`config.mk`:
```
export PLATFORM = sky130hd
export DESIGN_NAME = fmc_stream_ctrl
export DESIGN_NICKNAME = d
export VERILOG_FILES = /design/src/rtl/fmc_stream_ctrl.sv
export SDC_FILE = /design/constraint.sdc
export NUM_CORES = 1
export LEC_CHECK = 0
export CORE_MARGIN = 10
export CORE_UTILIZATION = 41
export CTS_CLUSTER_DIAMETER = 30
export CTS_CLUSTER_SIZE = 12
export DETAILED_ROUTE_END_ITERATION = 10
export MAX_ROUTING_LAYER = met4
export PLACE_DENSITY_LB_ADDON = 0.12
export SLEW_MARGIN = 5
export SYNTH_ARGS = -nofsm -noshare
export SYNTH_HDL_FRONTEND = slang
export SYNTH_SLANG_ARGS = --single-unit
```
`constraint.sdc`:
```
create_clock -name i_clk -period 1.8 [get_ports i_clk]
set_clock_uncertainty 0.15 [all_clocks]
set_input_delay 0.36 -clock i_clk [delete_from_list [all_inputs] [get_ports i_clk]]
set_output_delay 0.36 -clock i_clk [all_outputs]
set_load 0.1 [all_outputs]
```
`src/rtl/fmc_stream_ctrl.sv`:
```
// FMC-side stream controller: synchronises the async FMC strobes, owns CTRL/STAT/THR,
// and keeps a one-word prefetch of the sample FIFO so DATA reads are stable for the whole nOE strobe.
module fmc_stream_ctrl #(
  parameter int         FIFO_AW   = 10,
  parameter logic [3:0] ADDR_CTRL = 4'h4,
  parameter logic [3:0] ADDR_STAT = 4'h5,
  parameter logic [3:0] ADDR_THR  = 4'h6,
  parameter logic [3:0] ADDR_DATA = 4'h8
) (
  input  logic               i_clk,
  input  logic               i_reset,
  input  logic [15:0]        i_fmc_addr,
  input  logic [31:0]        i_fmc_data_in,
  input  logic               i_fmc_ne,
  input  logic               i_fmc_noe,
  input  logic               i_fmc_nwe,
  output logic [31:0]        o_rd_data,
  input  logic [31:0]        i_fifo_dout,
  input  logic               i_fifo_empty,
  input  logic [FIFO_AW-1:0] i_fifo_usedw,
  output logic               o_fifo_rd_en,
  output logic               o_fifo_sclr,
  output logic               o_stream_en,
  output logic               o_irq
);

  localparam logic [31:0] NO_DATA = 32'hDEAD_BEEF;

  typedef enum logic [1:0] {
    S_EMPTY = 2'd0,
    S_FETCH = 2'd1,
    S_FULL  = 2'd2,
    S_FLUSH = 2'd3
  } state_t;

  state_t             r_state;
  state_t             w_next;
  logic [1:0]         r_ne_sync;
  logic [1:0]         r_noe_sync;
  logic [1:0]         r_nwe_sync;
  logic               r_ne_d;
  logic               r_noe_d;
  logic               r_nwe_d;
  logic [3:0]         r_addr;
  logic [31:0]        r_wdata;
  logic               r_stream_en;
  logic               r_irq_en;
  logic [FIFO_AW:0]   r_thr;
  logic [7:0]         r_underrun;
  logic [31:0]        r_pf_data;
  logic               r_irq;
  logic               w_wr_active;
  logic               w_rd_active;
  logic               w_wr_commit;
  logic               w_rd_done;
  logic               w_ctrl_wr;
  logic               w_thr_wr;
  logic               w_flush;
  logic               w_data_rd;
  logic               w_pf_valid;
  logic [31:0]        w_stat;
  logic               w_unused;

  // Synchronisers idle high so leaving reset never looks like a completed strobe.
  always_ff @(posedge i_clk) begin
    if (i_reset) begin
      r_ne_sync  <= 2'b11;
      r_noe_sync <= 2'b11;
      r_nwe_sync <= 2'b11;
      r_ne_d     <= 1'b1;
      r_noe_d    <= 1'b1;
      r_nwe_d    <= 1'b1;
    end else begin
      r_ne_sync  <= {r_ne_sync[0], i_fmc_ne};
      r_noe_sync <= {r_noe_sync[0], i_fmc_noe};
      r_nwe_sync <= {r_nwe_sync[0], i_fmc_nwe};
      r_ne_d     <= r_ne_sync[1];
      r_noe_d    <= r_noe_sync[1];
      r_nwe_d    <= r_nwe_sync[1];
    end
  end

  assign w_wr_active = ~r_ne_sync[1] & ~r_nwe_sync[1];
  assign w_rd_active = ~r_ne_sync[1] & ~r_noe_sync[1];
  assign w_wr_commit = r_nwe_sync[1] & ~r_nwe_d & ~r_ne_d;
  assign w_rd_done   = r_noe_sync[1] & ~r_noe_d & ~r_ne_d;

  // Address/data capture; the values held at strobe release are the ones committed.
  always_ff @(posedge i_clk) begin
    if (i_reset) begin
      r_addr  <= 4'd0;
      r_wdata <= 32'd0;
    end else if (w_wr_active) begin
      r_addr  <= i_fmc_addr[3:0];
      r_wdata <= i_fmc_data_in;
    end else if (w_rd_active) begin
      r_addr  <= i_fmc_addr[3:0];
    end
  end

  assign w_ctrl_wr  = w_wr_commit && (r_addr == ADDR_CTRL);
  assign w_thr_wr   = w_wr_commit && (r_addr == ADDR_THR);
  assign w_flush    = w_ctrl_wr && r_wdata[1];
  assign w_data_rd  = w_rd_done && (r_addr == ADDR_DATA);
  assign w_pf_valid = (r_state == S_FULL);

  always_ff @(posedge i_clk) begin
    if (i_reset) begin
      r_state <= S_EMPTY;
    end else begin
      r_state <= w_next;
    end
  end

  // Fetch is held off while a read strobe is active so DATA cannot change under it.
  always_comb begin
    w_next = r_state;
    if (w_flush) begin
      w_next = S_FLUSH;
    end else begin
      case (r_state)
        S_EMPTY: begin
          if (r_stream_en && !i_fifo_empty && !w_rd_active) begin
            w_next = S_FETCH;
          end else begin
            w_next = S_EMPTY;
          end
        end
        S_FETCH: w_next = S_FULL;
        S_FULL: begin
          if (w_data_rd) begin
            w_next = S_EMPTY;
          end else begin
            w_next = S_FULL;
          end
        end
        S_FLUSH: w_next = S_EMPTY;
        default: w_next = S_EMPTY;
      endcase
    end
  end

  always_comb begin
    if (i_reset) begin
      o_fifo_rd_en = 1'b0;
      o_fifo_sclr  = 1'b0;
    end else begin
      o_fifo_rd_en = (r_state == S_EMPTY) && (w_next == S_FETCH);
      o_fifo_sclr  = (r_state == S_FLUSH);
    end
  end

  always_ff @(posedge i_clk) begin
    if (i_reset) begin
      r_pf_data <= 32'd0;
    end else if (r_state == S_FETCH && !w_flush) begin
      r_pf_data <= i_fifo_dout;
    end
  end

  always_ff @(posedge i_clk) begin
    if (i_reset) begin
      r_stream_en <= 1'b0;
      r_irq_en    <= 1'b0;
      r_thr       <= '0;
      r_underrun  <= 8'd0;
      r_irq       <= 1'b0;
    end else begin
      if (w_ctrl_wr) begin
        r_stream_en <= r_wdata[0];
        r_irq_en    <= r_wdata[2];
      end
      if (w_thr_wr) begin
        r_thr <= r_wdata[FIFO_AW:0];
      end
      if (w_flush) begin
        r_underrun <= 8'd0;
      end else if (w_data_rd && !w_pf_valid && (r_underrun != 8'hFF)) begin
        r_underrun <= r_underrun + 8'd1;
      end
      r_irq <= r_irq_en && ({1'b0, i_fifo_usedw} >= r_thr);
    end
  end

  always_comb begin
    w_stat                 = 32'd0;
    w_stat[FIFO_AW-1:0]    = i_fifo_usedw;
    w_stat[16]             = w_pf_valid;
    w_stat[17]             = i_fifo_empty;
    w_stat[31:24]          = r_underrun;
  end

  // Read mux decodes the raw address so data is on the bus as soon as nOE falls.
  always_comb begin
    case (i_fmc_addr[3:0])
      ADDR_CTRL: o_rd_data = {29'd0, r_irq_en, 1'b0, r_stream_en};
      ADDR_STAT: o_rd_data = w_stat;
      ADDR_THR:  o_rd_data = {{(31-FIFO_AW){1'b0}}, r_thr};
      ADDR_DATA: o_rd_data = w_pf_valid ? r_pf_data : NO_DATA;
      default:   o_rd_data = NO_DATA;
    endcase
  end

  assign o_stream_en = r_stream_en;
  assign o_irq       = r_irq;
  assign w_unused    = ^{i_fmc_addr[15:4], r_wdata[31:FIFO_AW+1]};

endmodule

```
### Yosys cells after proc, flatten, opt, wreduce, memory -nomap -nowiden

Index checks and enable logic that the tools add are counted.

* memory bits (read-only): 0
* input bits: 96
* register bits: 80
* output and inout bits: 36
* RAM bits: 0
* latch bits: 0
* memories: 0

* magnitude comparators: 1
* multipliers: 0
* muxes and demuxes: 10
* divide/modulo/power cells: 0
* equal/unequal tests: 12
* add/subtract/negate cells: 1
* shift operators: 0
* bitwise gates (word level): 12
* reduce and logical (&&, ||, !) cells: 18

Operators with widths (count)
* case mux 32 bit (4 select lines): 1
* 2-to-1 mux 32 bit: 1
* == test 4 x 3 -> 1 bit (second input constant): 5
* >= comparator 10 x 11 -> 1 bit: 1
* logical AND 1 bit: 11
* adder 8 x 1 -> 8 bit (second input constant): 1
* == test 4 bit (second input constant): 2
* 2-to-1 mux 4 bit: 2
* != test 8 bit (second input constant): 1
* case mux 2 bit (4 select lines): 1
* AND 1 bit: 6
* NOT 1 bit: 6
* == test 2 x 1 -> 1 bit (second input constant): 2
* == test 2 bit (second input constant): 2
* logical NOT 1 bit: 4
* 2-to-1 mux 2 bit: 2
* 2-to-1 mux 1 bit: 3
* logical NOT 2 bit: 1
* nonzero test 2 bit: 1
* OR reduction 2 bit: 1

### Logic depth before layout (Yosys ltp)

Gate-level depths: netlist of the first run.

* depth after elaboration: 10
* depth in mapped cells: 6
* depth with buffers taken out: 6

### Worst setup path before layout of the first run

No wires, ideal clock.

* path type: input -> output
* start: input i_fmc_addr[1]
* end: output o_rd_data[28]
* data arrival time: 3.070 ns
* setup slack: -1.780 ns
* required time: 1.290 ns
* stages: 5
* cell sequence: clkbuf_1 nor4b_2 nand2_1 nor2_1 o21ai_0

* longest elaborated chain between the ends: 2
* elaborated cells on any way between the ends: 5
* classes of those cells: eq/ne (4); mux (1)

Ends and longest elaborated chain
* start, declared: line 12 `input logic [15:0] i_fmc_addr,`
* == test 4 bit / == test 4 x 3 -> 1 bit (equally long branches): line 195 `case (i_fmc_addr[3:0])`
* case mux 32 bit (4 select lines) *: line 195
* end, declared: line 17 `output logic [31:0] o_rd_data,`

Every way passes the cells marked *; elsewhere a longest branch is shown, timed or not.

### Worst setup path in the final report of the first run

* start: register r_state[1]
* end: output o_rd_data[4]

* longest elaborated chain between the ends: 3

Ends and longest elaborated chain
* start, declared: line 36 `state_t r_state;`
* start signal, assigned: line 111 `r_state <= w_next;`
* == test 2 bit: line 105 `assign w_pf_valid = (r_state == S_FULL);`
* 2-to-1 mux 32 bit: line 199 `ADDR_DATA: o_rd_data = w_pf_valid ? r_pf_data : NO_DATA;`
* case mux 32 bit (4 select lines): line 195

Every way passes these cells.

==> flow_summary.yaml, run 1 <==
flow_run:
  drv_cap: 0
pwr:
  combPwrFrac_pct: 22.5
  internal_power_w: 0.00283
  power_frac_clock_pct: 33.2
  vdd_drop_max_mv: 0.469
  leakagePower_nw: 2.66
  switching_share_pct: 29.7
  power_density_nw_per_um2: 596
  netSwitchingPower_w: 0.00120
  pwr-share-seq_pct: 44.3
placed_design:
  portBuffers: 98
  gp_congestion: 0.848
  hpwl_microns: 8810
  place_area_sq_um: 5790
clocking:
  insertion_delay_ns: 0.35
  cts.htree.levels: 3
  cts_tree: "done"
  cts-root-buf: "clkbuf_8"
  cts.sinks: 80
  cts_buffers: 9
  clockBufferDepth: 2
  clkSlewWorstSetupHoldPaths_ns: 0.08
timing:
  fmax_mhz: 462
  fin_hold_ws_ns: 0.100
  finalCriticalPeriod_ns: 2.16
  max_slew_margin_pct: 67.4
  post-route-period-util_pct: 120
  setup_slack_ns: -0.363
  timing.setup.tns_ns: -10.13
  rsz0062_at_grt: "yes"
  slew_viol_final: 0
  tightest_slew_ns: 0.489
  setup_viol: 49
  finalHoldViolations: 0
floorplanning:
  die_area_sq_um: 13400
  ios: 132
  core_sq_um: 8810
  fp.dieW_microns: 116
  rows: 34
  die_h_microns: 116
  initial_utilization_pct: 42.6
detailed_routing:
  ant_nets: 0
  drt_iter0_drc: 147
  wire_per_inst_microns: 18.4
  drc: 0
  drtPass1Iterations: 5
  vias_per_cell: 5.31
  via_count: 3804
  totalWireLength_microns: 13200
final_layout:
  fin_util_pct: 76.6
  fin_area_sq_um: 6750
  fillers: 584
  final_cell_mix: "dfxtp_1 (73), clkdlybuf4s50_1 (55), nor2_1 (54)"
  area_growth_pct: 80.0
  layout_commonest_cell: "dfxtp_1"
  drive_above_1_share_pct: 39.0
  diodes: 0
  nets: 710
worst_setup_path:
  endpoint_kind: "output port"
  cp_max_fo: 3
  crit_path_max_incr_delay_ns: 0.33
  critPathKind: "reg2out"
  cp-start-kind: "flop"
  r2r_slack_ns: -0.15
  crit_arrival_ns: 1.65
  slowest_stage: "dfxtp_2"
  cp_cell_sequence: "nor2b_4 -> and2_4 -> a222oi_1 -> buf_4 -> inv_2 -> buf_12"
  worst-endpoint-required_ns: 1.29
logic_synthesis:
  yosys.area.top_type: "dfxtp_1"
  postSynthAreaPerCell_sq_um: 8.52
  syn-instance-count: 440
  yosysUniqueCellTypes: 41
  async_flop_share_pct: 0
  synth_area_sq_um: 3750
  ys.flop_type: "dfxtp_1"
  synth_top_area_share_pct: 42.7
  seq_area_frac_synth_pct: 42.7
  ys_ff_latch: 80
  synth_nets: 547
  yosys-top-cells-area: "dfxtp_1 (43%), mux2i_1 (14%), nor2_1 (7.9%), nand2_1 (4.8%), ha_1 (3.7%)"
  synth_edf_count: 0
  ys_warn_count: 0
global_route:
  grt_pass1_wl_microns: 19100
  antenna_found_initial: 0
  grt_pass1_vias: 3826
  grt_use_total_pct: 18.5
  grt_max_degree: 33
  grt_overflow: 0
run_status:
  outcome: "finished with violations"
  violations: "negative setup slack"
hold_path:
  hp-class: "in2reg"
-- worst max-delay path, delay by kind of cell (launching register included) --
kind	cells	cell delay, ns
AO/OA/AOI/OAI	1	0.31
buffers and inverters	3	0.36
flip-flops	1	0.33
AND/OR/NAND/NOR	2	0.30
-- kinds of logic (layout without fill, tap and decap cells) --
logic type      after synthesis  count (layout)  synth area share, %
mux                          51              51                 13.6
simple gates                191             191                 24.6
buf+inv                      39             207                 4.67
flops                        80              80                 42.7
fa+ha+maj                    11              11                 3.67
compound gates               68              68                 10.7
-- synth_stat cells (4+ instances only) --
cell type	n
nor2b_1	7
or2_2	10
nand2b_1	4
and3_1	6
a21oi_1	24
or3_1	4
nor2_1	79
inv_1	14
o21ai_0	24
nand4_1	11
dfxtp_1	80
nand3_1	9
buf_2	5
nand2_1	48
mux2i_1	51
clkbuf_1	17
ha_1	11
-- path summary, 6_finish.rpt --
| path | cells past startpoint | startpoint | end |
|---|---|---|---|
| setup / recovery | 6 | r_state[1] | o_rd_data[4] |
| hold / removal | 3 | i_fmc_addr[3] | r_addr[3] |
| setup reg to reg | 7 | r_addr[1] | r_underrun[0] |
| hold reg to reg | 1 | r_noe_sync[0] | r_noe_sync[1] |
-- layer usage --
metal	vias up	global-route usage, %	share of wire [%]
met1	1797	20.6	41
met2	119	31.8	52
met3	39	3.93	4.0
met4	0	6.84	3.0
met5	-	-	0
li1	1849	-	-
-- timing repair --
item | CTS | global route
endpoints found under the setup margin | 67 | 71
hold buffers | 0 | 0
pin swaps | 35 | 29
gates resized for setup | 89 | 45
cloned | 2 | 2
buffers inserted | 19 | 19
-- flip-flops by register name, indices dropped and copies added, names as in the netlist, 2 cells and up --
signal / count
r_thr: 11
r_addr: 4
r_nwe_sync: 2
r_ne_sync: 2
r_state: 2
r_wdata: 11
r_noe_sync: 2
r_pf_data: 32
r_underrun: 8
-- metrics by stage --
step                total power [W]  setup slack, ns  cells
CTS                         0.00401           -0.393    700
detailed placement          0.00265           -0.752    663
global placement            0.00264           -0.741    663
global route                0.00416           -0.449    716
floorplan                   0.00227           -0.721    440
finish                      0.00402           -0.363    716
-- power by group through the flow --
stage	combinational [W]	sequential (W)	clock, W
detailed placement	0.000826	0.00183	0
CTS	0.000879	0.00178	0.00134
global placement	0.000817	0.00183	0
global route	0.000941	0.00178	0.00143
floorplan	0.000442	0.00183	0
finish	0.000904	0.00178	0.00134
-- final cells by class --
type / count / area (sq um) / share of cell area, %
clock buffer: 10 / 128 / 1.89
clock inverter: 6 / 67.6 / 1.00
inverter: 14 / 52.6 / 0.779
multi-input combinational: 321 / 2580 / 38.3
sequential: 80 / 1620 / 23.9
tap: 108 / 135 / 2.00
timing repair buffer: 177 / 2170 / 32.1
Power figures use the tool's default switching activity.
==> inputs of run 2 (changes only) <==
--- a/config.mk
+++ b/config.mk
@@ -12,7 +12,6 @@
 export DETAILED_ROUTE_END_ITERATION = 10
 export MAX_ROUTING_LAYER = met4
 export PLACE_DENSITY_LB_ADDON = 0.12
-export SLEW_MARGIN = 5
 export SYNTH_ARGS = -nofsm -noshare
 export SYNTH_HDL_FRONTEND = slang
 export SYNTH_SLANG_ARGS = --single-unit
==> results of run 2 <==
Same layout as run 1: the final DEF is identical, and so are final timing and power.
